**src/rtl/fetch_pkg.sv**
```systemverilog
// Shared types and constants for the RV32I instruction-fetch stage.
// Pure declarations: no timing, no flow control.
package fetch_pkg;

   localparam logic [31:0] RV32I_NOP        = 32'h0000_0013;
   localparam logic [31:0] DEFAULT_RESET_PC = 32'h0000_1000;

   typedef struct packed {
      logic [31:0] pc;
      logic [31:0] instr;
   } fetch_entry_t;

   typedef enum logic [1:0] {
      EMPTY = 2'd0,
      ONE   = 2'd1,
      FULL  = 2'd2
   } fetch_occ_t;

endpackage

```
**src/rtl/fetch_buffer.sv**
```systemverilog
// Two-entry FIFO of fetch entries; push is visible at the head the cycle after (no bypass).
// Backpressure: the caller never pushes when FULL; flush empties it in one cycle.
module fetch_buffer
   import fetch_pkg::*;
(
   input  logic         clk,
   input  logic         reset,
   input  logic         flush,
   input  logic         push,
   input  fetch_entry_t push_dat,
   input  logic         pop,
   output logic         head_vld,
   output fetch_entry_t head_dat,
   output fetch_occ_t   count
);

   fetch_entry_t entry0_q, entry0_d;
   fetch_entry_t entry1_q, entry1_d;
   fetch_occ_t   count_q, count_d;

   // entry0 is always the head, so a pop from FULL shifts entry1 forward
   always_comb begin
      entry0_d = entry0_q;
      entry1_d = entry1_q;
      count_d  = count_q;
      if (flush) begin
         count_d = EMPTY;
      end else begin
         case (count_q)
            EMPTY: begin
               if (push) begin
                  entry0_d = push_dat;
                  count_d  = ONE;
               end
            end
            ONE: begin
               if (push && pop) begin
                  entry0_d = push_dat;
               end else if (push) begin
                  entry1_d = push_dat;
                  count_d  = FULL;
               end else if (pop) begin
                  count_d = EMPTY;
               end
            end
            FULL: begin
               if (pop) begin
                  entry0_d = entry1_q;
                  count_d  = ONE;
               end
            end
            default: count_d = EMPTY;
         endcase
      end
   end

   always_ff @(posedge clk) begin
      if (reset) begin
         count_q <= EMPTY;
      end else begin
         count_q <= count_d;
      end
   end

   always_ff @(posedge clk) begin
      entry0_q <= entry0_d;
      entry1_q <= entry1_d;
   end

   assert property (@(posedge clk) disable iff (reset) !(push && !flush && count_q == FULL));

   assign head_vld = (count_q != EMPTY);
   assign head_dat = entry0_q;
   assign count    = count_q;

endmodule

```
**src/rtl/fetch_unit.sv**
```systemverilog
// RV32I fetch stage: owns the PC; first instruction valid 3 cycles after reset/redirect, then 1/cycle.
// Decoder stalls park the in-flight word in the 2-entry buffer and stop issue; FETCH_PERF_EN adds perf counters.
module fetch_unit
   import fetch_pkg::*;
#(
   parameter logic [31:0] RESET_PC = DEFAULT_RESET_PC
)
(
   input  logic        clk,
   input  logic        reset,
   output logic [31:0] imem_address,
   input  logic [31:0] imem_data_out,
   input  logic        redirect_valid,
   input  logic [31:0] redirect_pc,
   output logic        instr_valid,
   input  logic        instr_ready,
   output logic [31:0] instr,
   output logic [31:0] instr_pc
`ifdef FETCH_PERF_EN
   ,
   output logic [31:0] perf_fetched,
   output logic [31:0] perf_bubbles
`endif
);

   logic [31:0]  fetch_pc_q, fetch_pc_d;
   logic [31:0]  pending_pc_q, pending_pc_d;
   logic         pending_q, pending_d;
   logic         pop, push, issue;
   logic [2:0]   occ_after;
   logic         head_vld;
   fetch_entry_t head_dat, push_dat;
   fetch_occ_t   count;
   logic         unused_rpc_lsb;

   assign unused_rpc_lsb = ^redirect_pc[1:0];

   assign pop       = head_vld & instr_ready;
   // Occupancy once this cycle's pop and the outstanding response settle; issue only if one slot stays free
   assign occ_after = {1'b0, count} + {2'b00, pending_q} - {2'b00, pop};
   assign issue     = !redirect_valid && !reset && (occ_after <= 3'd1);
   assign push      = pending_q & ~redirect_valid;
   assign push_dat  = '{pc: pending_pc_q, instr: imem_data_out};

   always_comb begin
      fetch_pc_d   = fetch_pc_q;
      pending_pc_d = pending_pc_q;
      pending_d    = issue;
      if (redirect_valid) begin
         fetch_pc_d = {redirect_pc[31:2], 2'b00};
      end else if (issue) begin
         pending_pc_d = fetch_pc_q;
         fetch_pc_d   = fetch_pc_q + 32'd4;
      end
   end

   always_ff @(posedge clk) begin
      if (reset) begin
         fetch_pc_q   <= RESET_PC;
         pending_pc_q <= RESET_PC;
         pending_q    <= 1'b0;
      end else begin
         fetch_pc_q   <= fetch_pc_d;
         pending_pc_q <= pending_pc_d;
         pending_q    <= pending_d;
      end
   end

   fetch_buffer u_buffer (
      .clk      (clk),
      .reset    (reset),
      .flush    (redirect_valid),
      .push     (push),
      .push_dat (push_dat),
      .pop      (pop),
      .head_vld (head_vld),
      .head_dat (head_dat),
      .count    (count)
   );

   assign imem_address = fetch_pc_q;
   assign instr_valid  = head_vld;
   assign instr        = head_vld ? head_dat.instr : RV32I_NOP;
   assign instr_pc     = head_vld ? head_dat.pc : 32'd0;

`ifdef FETCH_PERF_EN
   logic [31:0] perf_fetched_q, perf_fetched_d;
   logic [31:0] perf_bubbles_q, perf_bubbles_d;

   always_comb begin
      perf_fetched_d = perf_fetched_q + {31'd0, pop};
      perf_bubbles_d = perf_bubbles_q + {31'd0, ~head_vld};
   end

   always_ff @(posedge clk) begin
      if (reset) begin
         perf_fetched_q <= 32'd0;
         perf_bubbles_q <= 32'd0;
      end else begin
         perf_fetched_q <= perf_fetched_d;
         perf_bubbles_q <= perf_bubbles_d;
      end
   end

   assign perf_fetched = perf_fetched_q;
   assign perf_bubbles = perf_bubbles_q;
`endif

endmodule
```
**config.mk**
```make
export PLATFORM = sky130hd
export DESIGN_NAME = fetch_unit
export DESIGN_NICKNAME = d
export VERILOG_FILES = /design/src/rtl/fetch_pkg.sv /design/src/rtl/fetch_buffer.sv /design/src/rtl/fetch_unit.sv
export SDC_FILE = /design/constraint.sdc
export NUM_CORES = 1
export LEC_CHECK = 0
export CAP_MARGIN = 20
export CORE_MARGIN = 2
export CORE_UTILIZATION = 35
export CTS_BUF_LIST = sky130_fd_sc_hd__clkbuf_4 sky130_fd_sc_hd__clkbuf_8 sky130_fd_sc_hd__clkbuf_16
export DETAILED_ROUTE_END_ITERATION = 8
export GPL_ROUTABILITY_DRIVEN = 0
export SLEW_MARGIN = 10
export SYNTH_ARGS = -nofsm -noshare
export SYNTH_HDL_FRONTEND = slang
export SYNTH_SLANG_ARGS = --single-unit
```
**constraint.sdc**
```tcl
create_clock -name clk -period 7.15 [get_ports clk]
set_clock_uncertainty 0.2 [all_clocks]
set_input_delay 0.715 -clock clk [delete_from_list [all_inputs] [get_ports clk]]
set_output_delay 0.715 -clock clk [all_outputs]
set_load 0.02 [all_outputs]
```
==> results.rst <==
.. list-table::
   :header-rows: 1

   * - Metric
     - Value
   * - Run status
     - completed
   * - Period utilization
     - 64.23%
   * - Row cnt
     - 54
   * - Worst Tran Pin Value
     - approximately 1.0 ns
   * - Count of cell types in the netlist
     - 50
   * - Top achievable clock speed
     - 0.2178 GHz
   * - Post-Synthesis Cell Area
     - 7864 µm²
   * - Final core utilization
     - 47.07%
   * - WP data required
     - about 7.3 ns
   * - WL final
     - about 17 mm
   * - Type of element launching the critical path
     - input pin
   * - Worst hold slack
     - 0.2552 ns
   * - CTS H-tree depth
     - 4
   * - Final setup viols
     - 0
   * - Max IR drop VDD
     - 0.1195 mV
   * - Leak pwr
     - 3.468 nW
   * - Number of warnings printed during yosys synthesis
     - 0
   * - Number of global-route vias before repair
     - just over 5,000
   * - Number of DRC violations after detailed routing
     - 0
   * - Post-cts sizing count
     - 0
   * - Arrival time of data at the critical path endpoint
     - 4.74 ns
   * - Share of cells above drive strength 1
     - about 15%
   * - Post-synthesis area per instance
     - 11.99 µm²
   * - CTS sink cnt
     - 187
   * - Met2 Usage GRT
     - 21.94%
   * - Setup fix buffers added after clock tree synthesis
     - 0
   * - Routed Antenna Nets
     - 0
   * - Starting Density
     - a little over a third
   * - Gate Count Post-Synth
     - about 660
   * - Port buffer count
     - 158
   * - Antenna violations before repair
     - 0
   * - Die width
     - 153.9 µm
   * - Proportion of synthesized chip area in sequential cells
     - 63.39%
   * - Number of diodes
     - 0
   * - # Max-Cap Violations
     - 0
   * - Post-CTS Hold Fix Bufs
     - 0
   * - First-pass iteration count of the detailed router
     - 4
   * - Mean number of vias per cell
     - between 4 and 5
   * - GR Util met1
     - a little over a fifth
   * - Overflow left after global routing
     - 0
   * - Core region area
     - 21,960 µm²
   * - Number of buffers on the longest clock path
     - 2
   * - Vias
     - between 5,000 and 6,000
   * - DIE HEIGHT
     - 153.9 µm
   * - Period minus WS final
     - 4.592 ns
   * - Top-level I/O count
     - 165
   * - Final HPWL DP
     - 10.79 mm
   * - Top library cells by usage in the layout, fill and taps aside
     - sky130_fd_sc_hd__clkdlybuf4s50_1, sky130_fd_sc_hd__edfxtp_1, sky130_fd_sc_hd__nand2_1
   * - First-iteration detailed-routing DRC count
     - 280
   * - Clk slew on worst S/H paths
     - around 0.07 ns
   * - Clock buffer count from CTS
     - 17
   * - Maximum number of pins on one net before global-route repair
     - 64
   * - Die area
     - approximately 24,000 µm²
   * - Count of state elements after synthesis
     - around 190
   * - Critical path class
     - in2reg
   * - Area growth from synthesis to final layout
     - 31.42%
   * - Clock latency on the worst-skew pair
     - 0.42 ns
   * - Commonest non-fill, non-tap cell in the layout
     - sky130_fd_sc_hd__clkdlybuf4s50_1
   * - Nets@finish
     - 877
   * - WL/cell
     - 15.55 µm
   * - Root Driver
     - sky130_fd_sc_hd__clkbuf_16
   * - Setup TNS
     - 0 ns
   * - Met3 Resource Use GR
     - 4.171%
   * - Pins Over Slew Limit
     - 0
   * - Unrepaired setup endpoints after global routing
     - no
   * - Total count of hold-check failures in the final report
     - 0
   * - Busiest grt layer
     - met2
   * - Worst slew margin relative to its limit
     - 32.79%
   * - All-Layer GR Usage
     - 14.82%
   * - CTS tree
     - done
   * - Wire length of the first global-routing pass
     - between 20 and 30 mm
   * - Fill cell count
     - 2,043
   * - Worst Setup End Kind
     - register
   * - Peak fanout along the critical path
     - 61
   * - Hold/Removal Path Class
     - reg2reg
   * - Power Dens Cells
     - about 230 nW/µm²
power by group:
| group | internal [mW] | total (mW) | switching (mW) |
|---|---|---|---|
| clock | 0.518 | 0.937 | 0.419 |
| combinational | 0.102 | 0.203 | 0.101 |
| sequential | 1.18 | 1.21 | 0.0301 |
routing by layer:
metal  part of all wire, %  routed length [µm]  vias to the layer above
met5                     0                   0                        -
met2                    43                7421                      147
met4                  0.94                 161                        0
li1                      -                   -                     2665
met1                    51                8651                     2520
met3                   5.0                 858                       12
cell families (layout without fill, tap and decap cells):
logic type | after synthesis | count (layout) | synth area share [%]
AND/OR/NAND/NOR | 237 | 237 | 15.51
adder cells (fa/ha/maj) | 3 | 3 | 0.5728
buffers and inverters | 52 | 212 | 2.673
multiplexers | 65 | 65 | 9.292
other | 1 | 4 | 0.04769
AO/OA/AOI/OAI | 103 | 103 | 7.621
XOR/XNOR | 8 | 8 | 0.8909
flip-flops | 187 | 187 | 63.39
flip-flops by register name (all words and copies together) (netlist names):
signal	cells
u_buffer.entry1_q	62
u_buffer.head_dat	62
imem_address	30
pending_pc_q	30
u_buffer.count	2
pending_q	1
worst max-delay path: stages:
cell and delay, ns:
sky130_fd_sc_hd__clkdlybuf4s50_1 0.48, sky130_fd_sc_hd__nand2b_1 0.24, sky130_fd_sc_hd__nand2_1 0.09, sky130_fd_sc_hd__ha_1 0.14, sky130_fd_sc_hd__inv_1 0.05, sky130_fd_sc_hd__fa_1 0.38, sky130_fd_sc_hd__xnor2_1 0.15, sky130_fd_sc_hd__nand3_2 0.08
sky130_fd_sc_hd__buf_4 0.51, sky130_fd_sc_hd__inv_1 0.56, sky130_fd_sc_hd__nor2_1 0.92, sky130_fd_sc_hd__o21ai_0 0.21, sky130_fd_sc_hd__a31oi_1 0.20
final cells by class:
type | instances | area (µm²) | share of cell area [%]
timing repair buffer | 167 | 1644 | 15.91
clock inverter | 13 | 126.4 | 1.223
inverter | 13 | 48.80 | 0.4722
clock buffer | 19 | 464.2 | 4.492
tap | 280 | 350.3 | 3.390
multi-input combinational | 420 | 2716 | 26.28
sequential | 187 | 4985 | 48.23
through the flow:
step	power (mW)	cell area, µm²	cells	setup slack [ns]
6_report	2.350	10330	1099	2.558
5_1_grt	2.444	10330	1099	2.093
4_1_cts	2.384	10330	1099	2.479
3_5_place_dp	1.438	9744	1067	2.047
3_3_place_gp	1.436	9744	1067	2.169
2_1_floorplan	1.331	7875	659	0.6835
cell usage after synthesis, drive strengths merged:
cell,instances,area (µm²)
a211o,1,8.760
a21oi,54,270.3
a221oi,1,8.760
a22oi,6,45.04
a2bb2oi,1,8.760
a31oi,9,56.30
a32oi,3,26.28
and2,6,37.54
and3,4,25.02
buf,8,45.04
clkbuf,31,116.4
clkinv,2,7.510
conb,1,3.750
dfxtp,63,1261
edfxtp,124,3724
fa,1,20.02
ha,2,25.02
inv,11,41.29
mux2,64,720.7
mux2i,1,10.01
nand2,91,341.6
nand2b,1,6.260
nand3,13,65.06
nand3b,2,15.01
nand4,9,68.81
nor2,21,78.83
nor2b,62,387.9
nor3,9,45.04
nor3b,1,7.510
nor4,5,46.29
o211ai,6,45.04
o21ai,14,70.07
o221ai,1,8.760
o22ai,4,25.02
o311ai,1,8.760
o31a,1,8.760
o41ai,1,8.760
or2,6,37.54
or3,4,25.02
or4,2,18.77
or4b,1,13.76
xnor2,4,35.03
xor2,4,35.03
final timing paths:
kind | startpoint | to | slack (ns) | depth (start not counted)
max reg2reg | u_buffer.count[1]$_SDFFE_PP0P_ | imem_address[11]$_SDFFE_PP0P_ | 2.67 | 13
min reg2reg | pending_pc_q[12]$_SDFFE_PP1P_ | u_buffer.entry1_q[44]$_DFFE_PP_ | 0.26 | 0
max | instr_ready | imem_address[11]$_SDFFE_PP0P_ | 2.56 | 13
min | pending_pc_q[12]$_SDFFE_PP1P_ | u_buffer.entry1_q[44]$_DFFE_PP_ | 0.26 | 0
(Power assumes the default switching activity.)
